[config.mk]
export PLATFORM = sky130hd
export DESIGN_NAME = bcd_updown_timer
export DESIGN_NICKNAME = d
export VERILOG_FILES = /design/src/rtl/stopwatch_pkg.sv /design/src/rtl/bcd_digit.sv /design/src/rtl/bcd_updown_timer.sv
export SDC_FILE = /design/constraint.sdc
export NUM_CORES = 1
export LEC_CHECK = 0
export CORE_MARGIN = 2
export CORE_UTILIZATION = 63
export CTS_CLUSTER_SIZE = 10
export DETAILED_ROUTE_END_ITERATION = 10
export DONT_BUFFER_PORTS = 1
export PLACE_DENSITY_LB_ADDON = 0.1
export REMOVE_ABC_BUFFERS = 1
export SYNTH_ARGS = -nofsm -noshare
export SYNTH_HDL_FRONTEND = slang
export SYNTH_SLANG_ARGS = --single-unit
[constraint.sdc]
create_clock -name clk -period 2.6 [get_ports clk]
set_input_delay 0 -clock clk [delete_from_list [all_inputs] [get_ports clk]]
set_output_delay 0 -clock clk [all_outputs]
set_load 0.05 [all_outputs]
[src/rtl/stopwatch_pkg.sv]
// Shared BCD types and helpers for the up/down stopwatch/timer.
package stopwatch_pkg;

  typedef logic [3:0] bcd_t;

  localparam bcd_t BCD_ZERO = 4'd0;
  localparam bcd_t BCD_NINE = 4'd9;

  function automatic bcd_t bcd_clamp(input bcd_t n);
    return (n > BCD_NINE) ? BCD_NINE : n;
  endfunction

endpackage

[src/rtl/bcd_digit.sv]
// One BCD digit of the up/down counter chain: steps on step_in, reports its own
// limit (9 up / 0 down) and passes carry/borrow to the next digit.
module bcd_digit
  import stopwatch_pkg::*;
(
  input  logic       clk,
  input  logic       reset,
  input  logic       clear,
  input  logic       load,
  input  logic [3:0] load_digit,
  input  logic       up,
  input  logic       step_in,
  input  logic       hold,
  output logic [3:0] digit,
  output logic       at_lim,
  output logic       carry_out
);

  assign at_lim    = up ? (digit == BCD_NINE) : (digit == BCD_ZERO);
  assign carry_out = step_in && at_lim;

  always_ff @(posedge clk) begin
    if (reset || clear) begin
      digit <= BCD_ZERO;
    end else if (load) begin
      digit <= bcd_clamp(load_digit);
    end else if (step_in && !hold) begin
      if (up)
        digit <= (digit == BCD_NINE) ? BCD_ZERO : digit + 4'd1;
      else
        digit <= (digit == BCD_ZERO) ? BCD_NINE : digit - 4'd1;
    end
  end

endmodule

[src/rtl/bcd_updown_timer.sv]
// N-digit BCD up/down stopwatch/timer with prescaler, wrap/saturate limits,
// load/clear and rollover flag. Optional lap hold display: define LAP_HOLD_EN.
module bcd_updown_timer
  import stopwatch_pkg::*;
#(
  parameter int NUM_DIGITS = 4,
  parameter int TICK_DIV   = 10000000,
  parameter int WRAP       = 1
) (
  input  logic                    clk,
  input  logic                    reset,
  input  logic                    enable,
  input  logic                    up,
  input  logic                    clear,
  input  logic                    load,
  input  logic [4*NUM_DIGITS-1:0] load_value,
`ifdef LAP_HOLD_EN
  input  logic                    lap,
`endif
  output logic [4*NUM_DIGITS-1:0] digits,
  output logic                    tick,
  output logic                    at_limit,
  output logic                    rollover
);

  localparam int unsigned PW = (TICK_DIV > 1) ? $clog2(TICK_DIV) : 1;
  localparam logic [PW-1:0] PRESC_LAST = PW'(TICK_DIV - 1);
  localparam bit SATURATE = (WRAP == 0);

  logic [PW-1:0]             presc;
  logic [4*NUM_DIGITS-1:0]   count;
  logic [NUM_DIGITS-1:0]     at_lim_d;
  logic [NUM_DIGITS:0]       step;
  logic                      hold;

  assign tick     = enable && (presc == PRESC_LAST);
  assign at_limit = &at_lim_d;
  assign hold     = SATURATE && at_limit;
  assign step[0]  = tick;

  always_ff @(posedge clk) begin
    if (reset || clear || load)
      presc <= '0;
    else if (enable)
      presc <= tick ? '0 : presc + PW'(1);
  end

  for (genvar i = 0; i < NUM_DIGITS; i++) begin : g_digit
    bcd_digit u_digit (
      .clk        (clk),
      .reset      (reset),
      .clear      (clear),
      .load       (load),
      .load_digit (load_value[4*i +: 4]),
      .up         (up),
      .step_in    (step[i]),
      .hold       (hold),
      .digit      (count[4*i +: 4]),
      .at_lim     (at_lim_d[i]),
      .carry_out  (step[i+1])
    );
  end

  // Carry out of the top digit is exactly "tick taken while every digit sits at its limit".
  always_ff @(posedge clk) begin
    if (reset || clear || load)
      rollover <= 1'b0;
    else
      rollover <= step[NUM_DIGITS];
  end

`ifdef LAP_HOLD_EN
  logic                    lap_active;
  logic [4*NUM_DIGITS-1:0] lap_reg;

  always_ff @(posedge clk) begin
    if (reset) begin
      lap_active <= 1'b0;
      lap_reg    <= '0;
    end else begin
      lap_active <= lap;
      if (clear)
        lap_reg <= '0;
      else if (lap && !lap_active)
        lap_reg <= count;
    end
  end

  assign digits = lap_active ? lap_reg : count;
`else
  assign digits = count;
`endif

endmodule

==> results.md, run 1 <==
- Mean number of vias per cell: 6.52
- CP required: 2.60 ns
- Hold Worst Slack: 0.0267 ns
- Final count of hold timing violations: 0
- Area occupied by multi-input gates: 0.00167 sq mm
- Initial core utilization: 65.8%
- PD cells: 445 mW/mm^2
- Final Max Tran Viols: 0
- Height of the chip: 68.6 microns
- Crit share post-route: 93.1%
- Synth Warn #: 0
- Critical Path AT: 2.42 ns
- Status: finished, final reports clean
- Most frequent cells in the layout: nor2_1, dfxtp_1, dlygate4sd3_1, nand2_1
- Die ar.: 0.00471 sq mm
- Headroom to the max-slew limit: 45.7%
- Max Fclk: 413 MHz
- Max-Cap Viols: 0
- ANT cells: 0
- Final setup viols: 0
- Post-DRT Antenna Nets: 0
- Netlist cell types: 54
- Clk_lat worst skew: 0.30 ns
- Worst Path Max Fanout: 9
- Routed WL: 7120 microns
- Fraction of layout instances using a drive strength above 1: 10.3%
- Synthesized area: 0.00263 sq mm
- Dpl cell area: 0.00273 sq mm
- Number of global-route vias before repair: 2,505
- Row count: 23
- 1st-iter DRT viols: 262
- Post-synth top flop: dfxtp_1
- Largest net degree at the start of global routing: 28
- Post-DP HPWL: 4570 microns
- Measured slew at the worst slew-check pin: 0.813 ns
- Leakage power: 1.07 nW
- Filler Cells Inserted: 310
- GRT overflow: 0
- RSZ-0062 raised after global routing: false
- Mapped Cells: 344
- Router iterations before antenna repair: 5
- H-tree Lvls: 2
- Setup CP Type: reg2out
- Port bufs: 0
- TritonCTS clock tree: done
- Tmin final: 2.42 ns
- Worst-path clk slew: 0.08 ns
- Gr usage total: 31.8%
- Layout area overhead: 17.5%
- Critical Path Source Type: flip-flop
- DR vias: 2,725
- PostCTS Resize Cnt: 0
- Die extent in x: 68.6 microns
- Post-route cell area: 0.00309 sq mm
- Post-synth EDFFs: 0
- Pwr Total: 1.38 mW
- Clk sinks: 41
- CTS Root Cell: clkbuf_8
- Worst vdd ir: 0.356 mV
- Final Core Density: 77.3%
- CP endpoint kind: output port
- WL/cell: 17.0 microns
- RePlAce Congestion: 0.882
- DRC Markers: 0
- Async set-reset flop share out of synthesis: 0%
- Initial antenna violation count: 0
- Postcts setup bufs: 0
- TritonCTS Buffers: 5
- First-pass GRT wire length: 11,200 microns
- Hold Path Class: in2reg
- Clock Tree Buf Depth: 2
- Core box area: 0.00400 sq mm
- I/O pin total: 41
- Syn avg cell area: 7.65 sq um
- Worst Skew: 0.0104 ns
- FF/Latch Area: 821 sq um
- Nets: 390
- R2R setup slack: 0.26 ns
- Flop and latch count out of synthesis: 41
- Register area share after synthesis: 31.2%
==> Yosys cell counts, types with 2 or more instances <==
library cell	number	area, sq um
clkbuf_1	20	75.1
a211oi_1	3	22.5
o21ai_1	2	10.0
nor4_1	9	56.3
and2_1	2	12.5
mux2i_1	4	40.0
o31ai_1	5	37.5
a21oi_1	17	85.1
nand3_2	2	20.0
buf_1	3	11.3
and3b_1	2	17.5
or2_2	4	25.0
o311a_1	2	20.0
or4_1	2	15.0
nand2b_1	2	12.5
buf_2	4	20.0
nor3_1	11	55.1
nand4_1	9	56.3
xnor2_1	14	123
a22oi_1	2	15.0
a32oi_1	3	26.3
and3_1	10	62.6
xor2_1	14	123
nor2b_1	6	37.5
nor2_1	41	154
o21ai_0	17	85.1
or3_1	3	18.8
and4_1	2	17.5
nor4b_1	7	61.3
a311o_1	2	20.0
nand2_1	20	75.1
inv_1	9	33.8
a31oi_1	5	31.3
nand4b_1	3	26.3
nand3_1	19	95.1
o21a_1	4	30.0
dfxtp_1	41	821
o22ai_1	3	18.8
==> report_power, final <==
part	internal (mW)	switching (mW)	leakage, nW
clock network	0.313	0.223	0.0585
logic	0.0758	0.111	0.684
registers	0.636	0.0162	0.332
==> final timing paths <==
path	start	to	cells after the start
setup reg to reg	presc[0]	g_digit[1].u_digit.digit[2]	6
hold reg to reg	presc[1]	presc[1]	2
hold / removal	load	rollover	2
setup / recovery	g_digit[0].u_digit.digit[0]	at_limit	5
==> logic make-up (layout without fill, tap and decap cells) <==
group	count (synthesis)	after routing	synth area share, %
xor+xnor	28	28	9.32
fa+ha+maj	1	1	0.475
flops	41	41	31.2
compound gates	75	75	18.5
simple gates	158	158	33.2
mux	4	4	1.52
buf+inv	37	61	5.75
==> critical path, cell delays in order (launching register included) <==
cell and delay [ns]:
dfxtp_1 0.50, and3_1 0.22, o21ai_1 0.20, or4_1 0.65
nor4_2 0.30, buf_4 0.25
==> flip-flops by register name, summed over array words and instances (netlist names) <==
name	flops
rollover	1
g_digit.u_digit.digit	16
presc	24
==> metal layers <==
layer	global-route usage [%]	vias up	part of all wire (%)
met3	6.33	29	5.7
met2	54.8	127	50
met1	35.6	1267	39
met4	19.8	0	4.5
li1	-	1302	-
met5	0	-	0
==> metrics by stage <==
step / setup TNS [ns] / setup slack [ns] / std cells
after detailed placement: 0 / 0.327 / 385
after floorplan: -1.81 / -1.10 / 316
after global routing: 0 / 0.0322 / 418
final: 0 / 0.180 / 418
after global placement: 0 / 0.364 / 385
after CTS: 0 / 0.198 / 418
==> cell type report <==
class,instances,area share [%]
clock buffer,7,2.79
multi-input combinational,266,53.9
inverter,9,1.09
timing repair buffer,44,12.7
tap,50,2.02
sequential,41,26.5
clock inverter,1,0.971
==> what timing repair did <==
item / CTS / global route
setup endpoints to repair: 0 / 0
endpoints found under the hold margin: 19 / 0
hold buffers: 25 / 0
Note: power is estimated with default switching activity, not from simulation.
==> run 2: changes to the inputs <==
==> constraint.sdc (replaced) <==
create_clock -name clk -period 2.65 [get_ports clk]
set_input_delay 0 -clock clk [delete_from_list [all_inputs] [get_ports clk]]
set_output_delay 0 -clock clk [all_outputs]
set_load 0.05 [all_outputs]
==> results.md, run 2 (same netlist as run 1, synthesis figures left out) <==
- Initial antenna violation count: 0
- Die extent in x: 68.6 microns
- Dpl cells: 384
- Final Core Density: 77.3%
- Final count of hold timing violations: 1
- Mean number of vias per cell: 6.47
- Hold Worst Slack: -0.000424 ns
- Dpl cell area: 0.00272 sq mm
- Worst-path clk slew: 0.08 ns
- I/O pin total: 41
- Max FFs per register: 24
- RSZ-0062 raised after global routing: false
- Worst vdd ir: 0.272 mV
- Critical Path AT: 2.39 ns
- Row count: 23
- Clk_lat worst skew: 0.30 ns
- Core box area: 0.00400 sq mm
- CTS Root Cell: clkbuf_8
- Post-DP HPWL: 4510 microns
- Setup TNS: 0 ns
- DR vias: 2,697
- Worst setup margin: 0.259 ns
- DP Worst Slack: 0.345 ns
- WL/cell: 17.2 microns
- Max-Cap Viols: 0
- Status: finished with violations
- Worst Path Max Fanout: 9
- Largest net degree at the start of global routing: 28
- Clk sinks: 41
- Crit share post-route: 90.2%
- Setup CP Type: reg2out
- Leakage power: 1.07 nW
- Finished Layout Cells: 417
- Measured slew at the worst slew-check pin: 0.797 ns
- RePlAce Congestion: 0.888
- Headroom to the max-slew limit: 46.8%
- Hold Path Class: in2reg
- Initial core utilization: 65.8%
- H-tree Lvls: 2
- Gr usage total: 31.2%
- DRC Markers: 0
- Port bufs: 0
- Number of global-route vias before repair: 2,440
- First-pass GRT wire length: 10,900 microns
- Routed WL: 7190 microns
- CP required: 2.65 ns
- ANT cells: 0
- Tmin final: 2.39 ns
- PD cells: 438 mW/mm^2
- GRT overflow: 0
- Die ar.: 0.00471 sq mm
- Clock Tree Buf Depth: 2
- Router iterations before antenna repair: 4
- Post-route cell area: 0.00309 sq mm
- Critical Path Source Type: flip-flop
- Layout area overhead: 17.5%
- Largest Register: presc
- Most frequent cells in the layout: nor2_1, dfxtp_1, dlygate4sd3_1, nand2_1, nand3_1
- Final setup viols: 0
- Post-DRT Antenna Nets: 0
- CP endpoint kind: output port
- 1st-iter DRT viols: 198
- Largest registers: presc x24, g_digit.u_digit.digit x16, rollover x1
- Failing checks: hold timing
- Nets: 389
- Max Fclk: 418 MHz
- TritonCTS Buffers: 5
- Height of the chip: 68.6 microns
- TritonCTS clock tree: done
- Pwr Total: 1.35 mW
- Worst Skew: 0.00544 ns
- Fraction of layout instances using a drive strength above 1: 10.4%
- Final Max Tran Viols: 0
run 2: cell type report:
class	count	area, sq um
sequential	41	821
fill	280	910
multi-input combinational	266	1670
clock inverter	1	30.0
tap	50	62.6
timing repair buffer	43	385
clock buffer	7	86.3
inverter	9	33.8
run 2: worst paths after layout:
| path | depth (start not counted) | slack (ns) | startpoint | to |
|---|---|---|---|---|
| setup reg to reg | 6 | 0.27 | presc[0] | g_digit[2].u_digit.digit[0] |
| hold reg to reg | 2 | 0.52 | presc[23] | presc[23] |
| hold / removal | 3 | -0.0004 | load | g_digit[2].u_digit.digit[3] |
| setup / recovery | 5 | 0.26 | g_digit[0].u_digit.digit[0] | at_limit |
run 2: metal layers:
layer | vias up | track usage, % | wire length [microns]
li1 | 1295 | - | -
met3 | 31 | 8.44 | 414
met5 | - | 0 | 0
met1 | 1268 | 33.6 | 2740
met2 | 103 | 54.6 | 3770
met4 | 0 | 17.5 | 265
run 2: report_power, final:
part           internal [mW]  switching (mW)
Sequential             0.624          0.0186
Combinational         0.0735           0.105
Clock                  0.307           0.225
run 2: worst max-delay path: stages (launching register included):
cell	delay [ns]
dfxtp_1	0.49
and3_1	0.21
o21ai_1	0.19
or4_1	0.65
nor4_2	0.30
buf_4	0.25
run 2: repair_timing:
action / 4_1_cts / 5_1_grt
endpoints found under the hold margin: 19 / 0
buffers inserted: 0 / 0
gates resized for setup: 0 / 1
hold buffers: 25 / 0
setup endpoints to repair: 0 / 1
